<file path="src/rtl/spi_pkg.sv">
//------------------------------------------------------------------------------
// spi_pkg : shared mode/state encodings and CPOL/CPHA helpers for the SPI master
// Revision: 1.0
//------------------------------------------------------------------------------
`default_nettype none

package spi_pkg;

  typedef enum logic [1:0] {
    MODE0 = 2'b00,
    MODE1 = 2'b01,
    MODE2 = 2'b10,
    MODE3 = 2'b11
  } spi_mode_e;

  typedef enum logic [2:0] {
    IDLE  = 3'd0,
    SETUP = 3'd1,
    LEAD  = 3'd2,
    TRAIL = 3'd3,
    HOLD  = 3'd4
  } spi_master_state_e;

  function automatic logic get_cpol(input logic [1:0] mode);
    return mode[1];
  endfunction

  function automatic logic get_cpha(input logic [1:0] mode);
    return mode[0];
  endfunction

endpackage

`default_nettype wire

</file>
<file path="src/rtl/spi_master_if.sv">
//------------------------------------------------------------------------------
// spi_master_if : processor-side controls plus SPI pins of the SPI master
// Revision: 1.0  (LoopBack present only with SPI_MASTER_LOOPBACK_EN)
//------------------------------------------------------------------------------
`default_nettype none

interface spi_master_if #(
  parameter int DATA_WIDTH = 32,
  parameter int CLK_DIV_W  = 8
);
  logic [1:0]            MODE;
  logic [CLK_DIV_W-1:0]  ClkDiv;
  logic                  Start;
  logic [DATA_WIDTH-1:0] TxData;
  logic                  Busy;
  logic                  Done;
  logic [DATA_WIDTH-1:0] RxData;
  logic                  SClk;
  logic                  MOSI;
  logic                  SS;
  logic                  MISO;
`ifdef SPI_MASTER_LOOPBACK_EN
  logic                  LoopBack;
`endif

  modport master (
    input  MODE, ClkDiv, Start, TxData, MISO,
    output Busy, Done, RxData, SClk, MOSI, SS
`ifdef SPI_MASTER_LOOPBACK_EN
    , input LoopBack
`endif
  );

  modport slave (
    input  SClk, MOSI, SS,
    output MISO
  );

endinterface

`default_nettype wire

</file>
<file path="src/rtl/spi_clk_div.sv">
//------------------------------------------------------------------------------
// spi_clk_div : loadable down-counter, Tick once every ClkDiv+1 enabled cycles
// Revision: 1.0
//------------------------------------------------------------------------------
`default_nettype none

module spi_clk_div #(
  parameter int CLK_DIV_W = 8
) (
  input  wire                 Clk,
  input  wire                 Rst,
  input  wire                 En,
  input  wire                 Load,
  input  wire [CLK_DIV_W-1:0] ClkDiv,
  output logic                Tick
);

  logic [CLK_DIV_W-1:0] r_cnt;

  assign Tick = En && (r_cnt == '0);

  always_ff @(posedge Clk) begin
    if (Rst) begin
      r_cnt <= '0;
    end else if (Load) begin
      r_cnt <= ClkDiv;
    end else if (En) begin
      r_cnt <= (r_cnt == '0) ? ClkDiv : r_cnt - 1'b1;
    end
  end

endmodule

`default_nettype wire

</file>
<file path="src/rtl/spi_master.sv">
//------------------------------------------------------------------------------
// spi_master : full-duplex MSB-first SPI master, all four CPOL/CPHA modes
// Revision: 1.0  (option macro: SPI_MASTER_LOOPBACK_EN)
//------------------------------------------------------------------------------
`default_nettype none

module spi_master
  import spi_pkg::*;
#(
  parameter int DATA_WIDTH = 32,
  parameter int CLK_DIV_W  = 8
) (
  input wire           Clk,
  input wire           Rst,
  spi_master_if.master bus
);

  localparam int                CNT_W  = $clog2(DATA_WIDTH + 1);
  localparam logic [CNT_W-1:0]  C_LAST = CNT_W'(DATA_WIDTH - 1);
  localparam logic [CNT_W-1:0]  C_FULL = CNT_W'(DATA_WIDTH);

  spi_master_state_e     r_state;
  spi_mode_e             r_mode;
  logic [CLK_DIV_W-1:0]  r_div;
  logic [DATA_WIDTH-1:0] r_tx;
  logic [DATA_WIDTH-1:0] r_rx;
  logic [DATA_WIDTH-1:0] r_rxdata;
  logic [CNT_W-1:0]      r_bits;
  logic                  r_sclk, r_mosi, r_ss, r_busy, r_done;

  logic                  w_tick, w_start, w_cpha, w_miso_in;
  logic [CLK_DIV_W-1:0]  w_div;

  // The Done cycle itself never accepts Start, guaranteeing an SS-high gap.
  assign w_start = (r_state == IDLE) && bus.Start && !r_done;
  assign w_cpha  = get_cpha(r_mode);
  assign w_div   = (r_state == IDLE) ? bus.ClkDiv : r_div;

`ifdef SPI_MASTER_LOOPBACK_EN
  logic r_lb;
  always_ff @(posedge Clk) begin
    if (Rst)          r_lb <= 1'b0;
    else if (w_start) r_lb <= bus.LoopBack;
  end
  assign w_miso_in = r_lb ? r_mosi : bus.MISO;
`else
  assign w_miso_in = bus.MISO;
`endif

  spi_clk_div #(.CLK_DIV_W(CLK_DIV_W)) u_div (
    .Clk    (Clk),
    .Rst    (Rst),
    .En     (r_state != IDLE),
    .Load   (w_start),
    .ClkDiv (w_div),
    .Tick   (w_tick)
  );

  always_ff @(posedge Clk) begin
    if (Rst) begin
      r_state <= IDLE;
      r_mode  <= MODE0;
      r_div   <= '0;
      r_tx    <= '0;
      r_rx    <= '0;
      r_bits  <= '0;
      r_sclk  <= 1'b0;
      r_mosi  <= 1'b0;
      r_ss    <= 1'b1;
      r_busy  <= 1'b0;
      r_done  <= 1'b0;
      // An aborted frame leaves the previously delivered word visible.
      if (!r_busy) r_rxdata <= '0;
    end else begin
      r_done <= 1'b0;
      case (r_state)
        IDLE: begin
          r_sclk <= get_cpol(bus.MODE);
          if (w_start) begin
            r_mode  <= spi_mode_e'(bus.MODE);
            r_div   <= bus.ClkDiv;
            r_ss    <= 1'b0;
            r_busy  <= 1'b1;
            r_bits  <= '0;
            r_rx    <= '0;
            r_state <= SETUP;
            if (!get_cpha(bus.MODE)) begin
              r_mosi <= bus.TxData[DATA_WIDTH-1];
              r_tx   <= bus.TxData << 1;
            end else begin
              r_tx   <= bus.TxData;
            end
          end
        end
        SETUP, TRAIL: begin
          if (w_tick) begin
            if (r_state == TRAIL && r_bits == C_FULL) begin
              r_state <= HOLD;
            end else begin
              r_state <= LEAD;
              r_sclk  <= ~get_cpol(r_mode);
              if (w_cpha) begin
                r_mosi <= r_tx[DATA_WIDTH-1];
                r_tx   <= r_tx << 1;
              end else begin
                r_rx   <= {r_rx[DATA_WIDTH-2:0], w_miso_in};
              end
            end
          end
        end
        LEAD: begin
          if (w_tick) begin
            r_state <= TRAIL;
            r_sclk  <= get_cpol(r_mode);
            r_bits  <= r_bits + 1'b1;
            if (w_cpha) begin
              r_rx <= {r_rx[DATA_WIDTH-2:0], w_miso_in};
            end else if (r_bits != C_LAST) begin
              r_mosi <= r_tx[DATA_WIDTH-1];
              r_tx   <= r_tx << 1;
            end
          end
        end
        HOLD: begin
          if (w_tick) begin
            r_state  <= IDLE;
            r_ss     <= 1'b1;
            r_busy   <= 1'b0;
            r_done   <= 1'b1;
            r_rxdata <= r_rx;
          end
        end
        default: r_state <= IDLE;
      endcase
    end
  end

  assign bus.Busy   = r_busy;
  assign bus.Done   = r_done;
  assign bus.RxData = r_rxdata;
  assign bus.SClk   = r_sclk;
  assign bus.MOSI   = r_mosi;
  assign bus.SS     = r_ss;

endmodule

`default_nettype wire

</file>
<file path="src/flat_wrapper.sv">
// flat-port wrapper written by rule: the top's interface ports become plain ports
module spi_master_flat import spi_pkg::*;
#(
  parameter int DATA_WIDTH = 32,
  parameter int CLK_DIV_W  = 8
)
  (Clk, Rst, bus_MODE, bus_ClkDiv, bus_Start, bus_TxData, bus_MISO, bus_Busy, bus_Done, bus_RxData, bus_SClk, bus_MOSI, bus_SS);
  spi_master_if #(.DATA_WIDTH(DATA_WIDTH), .CLK_DIV_W(CLK_DIV_W)) bus_i ();
  input wire Clk;
  input wire Rst;
  input wire logic [$bits(bus_i.MODE)-1:0] bus_MODE;
  input wire logic [$bits(bus_i.ClkDiv)-1:0] bus_ClkDiv;
  input wire logic [$bits(bus_i.Start)-1:0] bus_Start;
  input wire logic [$bits(bus_i.TxData)-1:0] bus_TxData;
  input wire logic [$bits(bus_i.MISO)-1:0] bus_MISO;
  output wire logic [$bits(bus_i.Busy)-1:0] bus_Busy;
  output wire logic [$bits(bus_i.Done)-1:0] bus_Done;
  output wire logic [$bits(bus_i.RxData)-1:0] bus_RxData;
  output wire logic [$bits(bus_i.SClk)-1:0] bus_SClk;
  output wire logic [$bits(bus_i.MOSI)-1:0] bus_MOSI;
  output wire logic [$bits(bus_i.SS)-1:0] bus_SS;
  assign bus_i.MODE = bus_MODE;
  assign bus_i.ClkDiv = bus_ClkDiv;
  assign bus_i.Start = bus_Start;
  assign bus_i.TxData = bus_TxData;
  assign bus_i.MISO = bus_MISO;
  assign bus_Busy = bus_i.Busy;
  assign bus_Done = bus_i.Done;
  assign bus_RxData = bus_i.RxData;
  assign bus_SClk = bus_i.SClk;
  assign bus_MOSI = bus_i.MOSI;
  assign bus_SS = bus_i.SS;
  spi_master #(.DATA_WIDTH(DATA_WIDTH), .CLK_DIV_W(CLK_DIV_W)) u_core (.Clk(Clk), .Rst(Rst), .bus(bus_i));
endmodule
</file>
<file path="config.mk">
export PLATFORM = sky130hd
export DESIGN_NAME = spi_master_flat
export DESIGN_NICKNAME = d
export VERILOG_FILES = /design/src/rtl/spi_pkg.sv /design/src/rtl/spi_master_if.sv /design/src/rtl/spi_clk_div.sv /design/src/rtl/spi_master.sv /design/src/flat_wrapper.sv
export SDC_FILE = /design/constraint.sdc
export NUM_CORES = 1
export LEC_CHECK = 0
export CAP_MARGIN = 30
export CORE_ASPECT_RATIO = 0.9
export CORE_MARGIN = 2
export CORE_UTILIZATION = 56
export CTS_CLUSTER_DIAMETER = 80
export DETAILED_ROUTE_END_ITERATION = 8
export GPL_TIMING_DRIVEN = 1
export PLACE_DENSITY = 0.91
export SLEW_MARGIN = 20
export SYNTH_ARGS = -nofsm -noshare
export SYNTH_HDL_FRONTEND = slang
export SYNTH_HIERARCHICAL = 1
export SYNTH_SLANG_ARGS = --single-unit
</file>
<file path="constraint.sdc">
create_clock -name Clk -period 4.5 [get_ports Clk]
set_clock_uncertainty 0.2 [all_clocks]
set_input_delay 0.9 -clock Clk [delete_from_list [all_inputs] [get_ports Clk]]
set_output_delay 0.9 -clock Clk [all_outputs]
set_load 0.02 [all_outputs]
</file>
==> results.toml <==
[global_routing]
grt_use_total_pct = 22.7
antenna_found_initial = 0
grt_pass1_wl_um = 22300
grt.overflow.total = 0
grt_pass1_vias = 4827
grt_max_degree = 106

[synth]
netlist_area_mm2 = 0.00646
ys_seq_elements = 128
avgSynthCellArea_um2 = 10.7
synthFlopType = "dfxtp_1"
syn-instance-count = 604
synthArstFlopShare_pct = 0
yosysUniqueCellTypes = 65
synth.yosys.seq_area_share_pct = 44.7
synth_edf_count = 32
synth_fp_nets = 654
ys_warn_count = 6

[clock_network]
root_buffer = "clkbuf_16"
cts-htree-levels = 4
worstSkewPairLatency_ps = 410
cts_tree = "done"
clk_pin_slew_ps = 60
cts.sinks = 128
cts_resized = 0
holdBufCountCts = 0
numCtsBuffers = 17
cts.path.max_buffers = 2
post-cts-setup-buffers = 0

[worst_hold_path]
hold_path_depth = 2
hold_path_class = "flip-flop to flip-flop"
min-delay-start = "u_core/r_div[0]"

[pwr]
p_per_area_mw_per_mm2 = 405
p_leak_nw = 3.25
ir_worst_vdd_uv = 187
total_power_mw = 3.19

[route]
initialDrtViolationCount = 457
routed_wl_um = 13600
drc = 0
dr.pass1.iters = 7
wl_per_cell_um = 16.3
viasPerCell = 5.69
ant_nets = 0
vias = 4761

[placement]
port_buffers = 82
gp_congestion = 0.804
hpwl_um = 8810

[cells_and_area]
fill_cells = 797
antennaDiodeCount = 0
area_growth_pct = 22.0
drive_gt1_share_pct = 14.7
final_nets = 717

[critical_path]
critPathLaunchType = "flip-flop"
worstPathArrival_ps = 3620
worstReg2RegStart = "u_core/r_state[0]"
crit_required_ps = 4600
crit_type = "flip-flop to flip-flop"
crit_start = "u_core/r_state[0]"
endpoint_kind = "flip-flop"
crit_fanout = 32
reg2reg_depth = 7

[sta]
hold_viol = 0
setup_viol = 0
fmax_ghz = 0.284
fin_setup_tns_ps = 0
finalCriticalPeriod_ps = 3530
slew_violations = 0
rsz0062_at_grt = "false"
slew_headroom_pct = 39.2
period_share_pct = 78.3
worst_pin_slew_ps = 912

[die]
row_count = 37
start_util_pct = 56.9
fp.dieH_um = 106
die-area_mm2 = 0.0124
core_mm2 = 0.0113
io_pins = 83
die_x_um = 117

[run]
drv_cap = 0

[status]
outcome = "completed"
Yosys cell counts, drive strengths merged, types with 4 or more instances:
cell / number / share of area (%)
a21oi: 27 / 2.1
mux2: 41 / 8.9
nor3: 4 / 0.48
a211o: 32 / 4.3
clkbuf: 22 / 1.3
inv: 9 / 0.52
nor2b: 35 / 3.4
mux2i: 68 / 11
nand2b: 34 / 3.3
buf: 22 / 3.1
nor2: 46 / 2.7
ha: 4 / 0.78
o21ai: 12 / 0.99
and2: 32 / 3.1
dfxtp: 96 / 30
nor3b: 6 / 0.85
edfxtp: 32 / 15
nand2: 29 / 1.7
worst max-delay path: stages, from the launching register on:
cell	delay, ps
dfxtp_1	490
nor3_4	500
inv_1	300
and3_2	320
o21a_2	140
a211oi_2	390
nand4bb_4	640
mux2_2	410
state kept, by name, indices dropped and copies added, names as in the netlist:
name and count:
u_core/bus.Busy 1, u_core/bus.Done 1, u_core/bus.MOSI 1, u_core/bus.RxData 32, u_core/bus.SClk 1, u_core/bus.SS 1
u_core/r_bits 6, u_core/r_div 8, u_core/r_mode 2, u_core/r_rx 32, u_core/r_state 3, u_core/r_tx 32
u_core/u_div/r_cnt 8
through the flow:
step | instance area (µm²) | hold WS [ps] | util [%] | std cells | worst slack [ps]
after floorplan | 6460 | 233 | - | 604 | 313
after global placement | 7250 | 241 | 63.9 | 802 | 1160
after detailed placement | 7270 | 251 | 64.1 | 803 | 1060
after CTS | 7860 | 265 | 69.3 | 835 | 1020
after global routing | 7880 | 284 | 69.4 | 836 | 748
final | 7880 | 267 | 69.4 | 836 | 974
power by group:
group,total [mW],internal [mW],switching [mW]
Sequential,1.31,1.25,0.0573
Clock,1.33,0.792,0.542
Combinational,0.548,0.256,0.292
Total,3.19,2.30,0.891
cells in the final DEF, fill, tap and decap left out, drive strengths merged, types with 4 or more instances in the layout:
| cell | n |
|---|---|
| clkbuf | 18 |
| nand2 | 29 |
| buf | 8 |
| mux2 | 41 |
| nor2b | 35 |
| mux2i | 68 |
| edfxtp | 32 |
| nor2 | 46 |
| dfxtp | 96 |
| nor3b | 6 |
| inv | 17 |
| and2 | 32 |
| clkdlybuf4s50 | 80 |
| nand2b | 34 |
| a21oi | 27 |
| o21ai | 12 |
| ha | 4 |
| nor3 | 4 |
| a211o | 32 |
| clkinv | 5 |
logic make-up after synthesis:
family,Yosys count,synth area share [%]
simple gates,207,18.2
flops,128,44.7
mux,109,19.4
compound gates,100,11.6
buf+inv,53,5.00
fa+ha+maj,4,0.775
xor+xnor,3,0.407
path summary, 6_finish.rpt:
| kind | slack, ps | to |
|---|---|---|
| worst max-delay path | 970 | u_core/r_rx[1] |
| worst max register to register | 970 | u_core/r_rx[1] |
| worst min-delay path | 270 | u_core/r_div[0] |
| worst min register to register | 270 | u_core/r_div[0] |
per-layer routing:
metal / vias to the layer above / GRT usage, % / routed length, µm
met3: 24 / 5.52 / 674
met4: 0 / 8.15 / 200
met5: - / 0 / 0
li1: 2269 / - / -
met1: 2282 / 27.8 / 5980
met2: 186 / 38.5 / 6760
final cells by class:
cell class	count	area [µm²]	area share, %
Clock inverter	14	143	1.81
Timing Repair Buffer	88	891	11.3
Multi-Input combinational cell	423	3290	41.8
Sequential cell	128	2880	36.6
Clock buffer	18	439	5.58
Tap cell	156	195	2.48
Inverter	9	33.8	0.429
Note: power is estimated with default switching activity, not from simulation.
